==> src/rtl/uart_sample_packetizer.sv <==
// Sample FIFO plus byte framer feeding a one-byte UART transmitter.
// Packet: SYNC_BYTE, sequence byte, then the top bytes of each sample, MSB first.
module uart_sample_packetizer #(
    parameter int          SAMPLE_WIDTH       = 24,
    parameter int          BYTES_PER_SAMPLE   = 2,
    parameter int          FIFO_DEPTH         = 16,
    parameter int          SAMPLES_PER_PACKET = 8,
    parameter logic [7:0]  SYNC_BYTE          = 8'hA5
) (
    input  logic                              clk_in,
    input  logic                              rst_in,
    input  logic signed [SAMPLE_WIDTH-1:0]    sample_in,
    input  logic                              sample_valid_in,
    input  logic                              enable_in,
    input  logic                              tx_busy_in,
    output logic [7:0]                        byte_out,
    output logic                              byte_valid_out,
    output logic [$clog2(FIFO_DEPTH):0]       fifo_count_out,
    output logic                              overflow_out,
    output logic                              packet_done_out
);

    localparam int AW    = $clog2(FIFO_DEPTH);
    localparam int CW    = AW + 1;
    localparam int SW    = 8 * BYTES_PER_SAMPLE;
    localparam int TOTAL = SAMPLES_PER_PACKET * BYTES_PER_SAMPLE;
    localparam int DLW   = $clog2(TOTAL + 1);
    localparam int BIW   = (BYTES_PER_SAMPLE > 1) ? $clog2(BYTES_PER_SAMPLE) : 1;

    localparam logic [CW-1:0]  DEPTH_C = CW'(FIFO_DEPTH);
    localparam logic [CW-1:0]  SPP_C   = CW'(SAMPLES_PER_PACKET);
    localparam logic [DLW-1:0] TOTAL_C = DLW'(TOTAL);
    localparam logic [BIW-1:0] LAST_BI = BIW'(BYTES_PER_SAMPLE - 1);

    typedef enum logic [2:0] {
        IDLE,
        SYNC,
        SEQ,
        DATA,
        GUARD,
        WAIT
    } state_t;

    state_t state_q, state_d, last_q;

    logic [SW-1:0]  mem [FIFO_DEPTH];
    logic [AW-1:0]  wr_ptr_q, rd_ptr_q;
    logic [CW-1:0]  count_q;
    logic           ovf_q;
    logic [7:0]     seq_q;
    logic [7:0]     byte_q;
    logic [SW-1:0]  shreg_q;
    logic [DLW-1:0] data_left_q;
    logic [BIW-1:0] byte_idx_q;

    logic          push_ok;
    logic          pop;
    logic          start;
    logic          done;
    logic [SW-1:0] head;

    // Only the transmitted top bytes of each sample are stored.
    if (SAMPLE_WIDTH > SW) begin : g_lsb
        logic unused_lsbs;
        assign unused_lsbs = ^sample_in[SAMPLE_WIDTH-SW-1:0];
    end

    assign head    = mem[rd_ptr_q];
    assign push_ok = sample_valid_in && (count_q < DEPTH_C);
    assign pop     = (state_q == DATA) && (byte_idx_q == '0);
    assign start   = enable_in && (count_q >= SPP_C) && !tx_busy_in;

    always_comb begin
        state_d = state_q;
        done    = 1'b0;
        unique case (state_q)
            IDLE:  if (start) state_d = SYNC;
            SYNC:  state_d = GUARD;
            SEQ:   state_d = GUARD;
            DATA:  state_d = GUARD;
            GUARD: state_d = WAIT;
            WAIT: begin
                if (!tx_busy_in) begin
                    unique case (last_q)
                        SYNC:    state_d = SEQ;
                        SEQ:     state_d = DATA;
                        default: begin
                            if (data_left_q == '0) begin
                                state_d = IDLE;
                                done    = 1'b1;
                            end else begin
                                state_d = DATA;
                            end
                        end
                    endcase
                end
            end
            default: state_d = IDLE;
        endcase
    end

    always_ff @(posedge clk_in) begin
        if (push_ok) mem[wr_ptr_q] <= sample_in[SAMPLE_WIDTH-1 -: SW];
    end

    always_ff @(posedge clk_in or negedge rst_in) begin
        if (!rst_in) begin
            wr_ptr_q <= '0;
            rd_ptr_q <= '0;
            count_q  <= '0;
            ovf_q    <= 1'b0;
        end else begin
            if (push_ok) wr_ptr_q <= wr_ptr_q + 1'b1;
            if (pop)     rd_ptr_q <= rd_ptr_q + 1'b1;
            count_q <= count_q + CW'(push_ok) - CW'(pop);
            if (sample_valid_in && !push_ok) ovf_q <= 1'b1;
        end
    end

    always_ff @(posedge clk_in or negedge rst_in) begin
        if (!rst_in) begin
            state_q     <= IDLE;
            last_q      <= IDLE;
            seq_q       <= '0;
            byte_q      <= '0;
            shreg_q     <= '0;
            data_left_q <= '0;
            byte_idx_q  <= '0;
        end else begin
            state_q <= state_d;
            if (state_q == SYNC || state_q == SEQ || state_q == DATA)
                last_q <= state_q;
            if (done) seq_q <= seq_q + 8'd1;
            if (state_q == DATA) begin
                data_left_q <= data_left_q - 1'b1;
                byte_idx_q  <= (byte_idx_q == LAST_BI) ? '0 : byte_idx_q + 1'b1;
            end
            // Issue bytes are loaded on entry so byte_out holds until the next issue.
            if (state_d != state_q) begin
                unique case (state_d)
                    SYNC: begin
                        byte_q      <= SYNC_BYTE;
                        data_left_q <= TOTAL_C;
                        byte_idx_q  <= '0;
                    end
                    SEQ: byte_q <= seq_q;
                    DATA: begin
                        if (byte_idx_q == '0) begin
                            byte_q  <= head[SW-1 -: 8];
                            shreg_q <= head << 8;
                        end else begin
                            byte_q  <= shreg_q[SW-1 -: 8];
                            shreg_q <= shreg_q << 8;
                        end
                    end
                    default: ;
                endcase
            end
        end
    end

    assign byte_out        = byte_q;
    assign byte_valid_out  = (state_q == SYNC) || (state_q == SEQ) || (state_q == DATA);
    assign fifo_count_out  = count_q;
    assign overflow_out    = ovf_q;
    assign packet_done_out = done;

endmodule

==> config.mk <==
export PLATFORM = sky130hd
export DESIGN_NAME = uart_sample_packetizer
export DESIGN_NICKNAME = d
export VERILOG_FILES = /design/src/rtl/uart_sample_packetizer.sv
export SDC_FILE = /design/constraint.sdc
export NUM_CORES = 1
export LEC_CHECK = 0
export ABC_AREA = 1
export CELL_PAD_IN_SITES_DETAIL_PLACEMENT = 0
export CELL_PAD_IN_SITES_GLOBAL_PLACEMENT = 1
export CORE_MARGIN = 2
export CORE_UTILIZATION = 52
export CTS_BUF_LIST = sky130_fd_sc_hd__clkbuf_8
export CTS_CLUSTER_DIAMETER = 60
export DETAILED_ROUTE_END_ITERATION = 10
export GPL_TIMING_DRIVEN = 1
export PLACE_DENSITY = 0.83
export SLEW_MARGIN = 15
export SYNTH_ARGS = -nofsm -noshare
export SYNTH_HDL_FRONTEND = slang
export SYNTH_SLANG_ARGS = --single-unit
==> constraint.sdc <==
create_clock -name clk_in -period 3.17 [get_ports clk_in]
set_input_delay 0.7925 -clock clk_in [delete_from_list [all_inputs] [get_ports clk_in]]
set_output_delay 0.7925 -clock clk_in [all_outputs]
set_load 0.005 [all_outputs]
==> metrics, run 1 <==
status=finished clean; layout cells sized above 1=11.42%; post-synth top area share=60.15%; residual DRC count=0; Core Rows=57; GP Congestion=0.7673; initial antenna violation count=0; adder-cell share of the synthesized area=1.723%; critical path startpoint category=flop; Post-synth top cells=256 x edfxtp_1, 201 x nand2_1, 151 x nor2_1; global-route usage over all layers=21.74%; via/cell ratio=5.384; Hold Crit Class=in -> async; Synth cell types=35; Core Region=0.02425 mm^2; Slew Viols, Final=0; R2R depth=11; cell taking the most area after synthesis=edfxtp_1; clock-pin slew on the worst setup and hold paths=60 ps; Clock Latency Late Sink=580 ps; Mapped Cells=1,083; Ys Warns=0; register area share after synthesis=69.94%; RSZ-0062 raised after global routing=no; total CTS buffers=50; main combinational cell family by area after synthesis=simple AND/OR/NAND/NOR gates; synthesized area=0.01278 mm^2; crit end category=output port; VDD IR-drop max=0.0005793 V; CTS tree=yes; largest net degree at the start of global routing=133; clock tree buffer depth=3; post-synthesis xor/xnor area fraction=1.371%; Root Driver=clkbuf_8; overall die height=160.8 um; setup TNS=0 ps; Synth Area in Simple Gates=17.52%; WHS=273.6 ps; sw frac=35.05%; total grt overflow=0; top-count cell post-synth=edfxtp_1; PwrDens=809.8 mW/mm^2; CP Data Required Time=2380 ps; Diodes inserted=0; multiplexer area fraction after synthesis=0%; Leakage=5.434 nW; combinational share of power=30.8%; Reg2Reg Setup Slack=610 ps; DP HPWL=15,030 um; die extent in x=160.8 um; die area=0.02585 mm^2; Initial Util=52.70%; fin area=0.01443 mm^2; Sink Count=306; origin of the critical flop-to-flop path=state_q[2]; Final period util=95.18%; Post-layout nets=1,192; P&R area growth vs syn=12.90%; Mean Syn Cell Area=11.80 um^2; reg-to-reg critical path endpoint=fifo_count_out[4]; first-pass GRT wire length=42,840 um; DP Area=0.01353 mm^2; H-tree levels=2; syn_nets=1,129; WS Path Type=reg -> out; Tmin final=3017 ps; Synth async-reset ratio=16.34%; post-CTS setup buffers=0; count of final hold-check violations=0; largest cells by area after synthesis=edfxtp_1 60%, dfrtp_1 9.8%, nand2_1 5.9%, nand3_1 5.7%, nor2_1 4.4%; Fmax=331.4 MHz; Port Buf Inserts=36; Max-Cap Viols=0; complex-gate fraction of the synthesized area=5.561%; 1st-pass router iterations=5; endpoints failing setup=0; Iteration-0 DRC Markers=770; clock power share=26.3%; Synth Register Bits=306; CTS Hold Bufs=0; part of the power in registers=42.9%; final WL=27,430 um; Routed Antenna Nets=0; drt wl/cell=18.22 um; number of synthesized flops with an enable pin=256; Rel. slew slack=39.07%; Top FF cell, synth=edfxtp_1; DR vias=8,108; Setup Skew=23.13 ps; vias in the first global route=7,872; P_sw=4.095 mW; CP max FO=4; Worst Path Arrival=2220 ps; internal power=7.589 mW; Slew @ Worst Pin=914.0 ps; I/O pin count=45
layout make-up:
class                      count  area [um^2]
clock inverter                37        198.9
clock buffer                  51        701.9
multi-input combinational    681         3388
sequential                   306         8944
timing repair buffer          67        638.1
tap                          324        405.4
inverter                      40        152.6
fill                        1987         9819
worst max-delay path by stage:
stage / slack (ps) / end / start
floorplan: 880 / fifo_count_out[4] / byte_idx_q
global placement: 190 / packet_done_out / tx_busy_in
detailed placement: 180 / packet_done_out / tx_busy_in
CTS: 50 / packet_done_out / data_left_q[0]
global route: 20 / packet_done_out / data_left_q[0]
finish: 150 / packet_done_out / data_left_q[0]
flip-flops by register name, summed over array words and instances, names as in the netlist:
register / cells
byte_out: 8
seq_q: 8
shreg_q: 8
last_q: 3
fifo_count_out: 5
rd_ptr_q: 4
data_left_q: 5
byte_idx_q: 1
state_q: 3
overflow_out: 1
wr_ptr_q: 4
mem: 256
metrics by stage:
| stage | util, % | setup WS [ps] | instances | power, mW |
|---|---|---|---|---|
| floorplan | - | 879.3 | 1083 | 7.637 |
| global placement | 55.78 | 186.5 | 1418 | 8.636 |
| detailed placement | 55.78 | 175.8 | 1418 | 8.708 |
| CTS | 59.50 | 48.82 | 1506 | 11.79 |
| global route | 59.50 | 23.59 | 1506 | 12.47 |
| finish | 59.50 | 152.8 | 1506 | 11.68 |
power groups by stage:
stage / Sequential (mW) / Clock [mW] / Combinational, mW
after floorplan: 5.04 / 0 / 2.59
after global placement: 5.08 / 0 / 3.55
after detailed placement: 5.09 / 0 / 3.61
after CTS: 5.02 / 3.14 / 3.64
after global routing: 5.06 / 3.33 / 4.08
final: 5.02 / 3.07 / 3.60
routing by layer:
layer | vias to the layer above | GRT usage (%) | share of wire [%] | wire length, um
met3 | 50 | 4.700 | 7.2 | 1979
met1 | 3906 | 28.83 | 42 | 11580
met4 | 0 | 6.128 | 1.9 | 526
li1 | 3915 | - | - | -
met2 | 237 | 36.62 | 49 | 13350
met5 | - | 0 | 0 | 0
cell families (layout without fill, tap and decap cells):
| family | after synthesis | in the layout |
|---|---|---|
| adder cells (fa/ha/maj) | 17 | 17 |
| AO/OA/AOI/OAI | 123 | 123 |
| buffers and inverters | 96 | 195 |
| flip-flops | 306 | 306 |
| AND/OR/NAND/NOR | 521 | 521 |
| XOR/XNOR | 20 | 20 |
cell usage in the layout (no fill, tap or decap), types with 7 or more instances in the layout:
master,instances
a21oi_1,7
buf_4,27
clkbuf_8,51
clkdlybuf4s50_1,35
clkinv_1,14
dfrtp_1,48
edfxtp_1,256
ha_1,16
inv_1,50
nand2_1,201
nand3_1,145
nor2_1,134
nor2_2,26
o211ai_1,34
o21ai_0,56
o21ai_1,22
xnor2_1,7
xor2_1,13
repair_timing:
action | in CTS | in global routing
resized for setup | 1 | 1
endpoints found under the setup margin | 1 | 1
endpoints found under the hold margin | 0 | 0
worst max-delay path: stages (launching register included):
cell and delay [ps]:
dfrtp_1 370, inv_2 90, ha_1 150, inv_1 50, nor2_2 120, nand3_2 100
nor2_4 170, nand2_4 60, inv_1 80, clkdlybuf4s50_1 500
Power figures use the tool's default switching activity.
==> run 2: changes to the inputs <==
--- a/config.mk
+++ b/config.mk
@@ -6,6 +6,7 @@
 export NUM_CORES = 1
 export LEC_CHECK = 0
 export ABC_AREA = 1
+export CAP_MARGIN = 20
 export CELL_PAD_IN_SITES_DETAIL_PLACEMENT = 0
 export CELL_PAD_IN_SITES_GLOBAL_PLACEMENT = 1
 export CORE_MARGIN = 2
@@ -15,7 +16,6 @@
 export DETAILED_ROUTE_END_ITERATION = 10
 export GPL_TIMING_DRIVEN = 1
 export PLACE_DENSITY = 0.83
-export SLEW_MARGIN = 15
 export SYNTH_ARGS = -nofsm -noshare
 export SYNTH_HDL_FRONTEND = slang
 export SYNTH_SLANG_ARGS = --single-unit
==> results of run 2 <==
No change in the layout: final DEF, timing and power equal those of run 1.
==> run 3: changes to the inputs <==
--- a/config.mk
+++ b/config.mk
@@ -15,6 +15,7 @@
 export CTS_CLUSTER_DIAMETER = 60
 export DETAILED_ROUTE_END_ITERATION = 10
 export GPL_TIMING_DRIVEN = 1
+export HOLD_SLACK_MARGIN = 0.06
 export PLACE_DENSITY = 0.83
 export SYNTH_ARGS = -nofsm -noshare
 export SYNTH_HDL_FRONTEND = slang
==> results of run 3 <==
No change in the layout: final DEF, timing and power equal those of run 1.
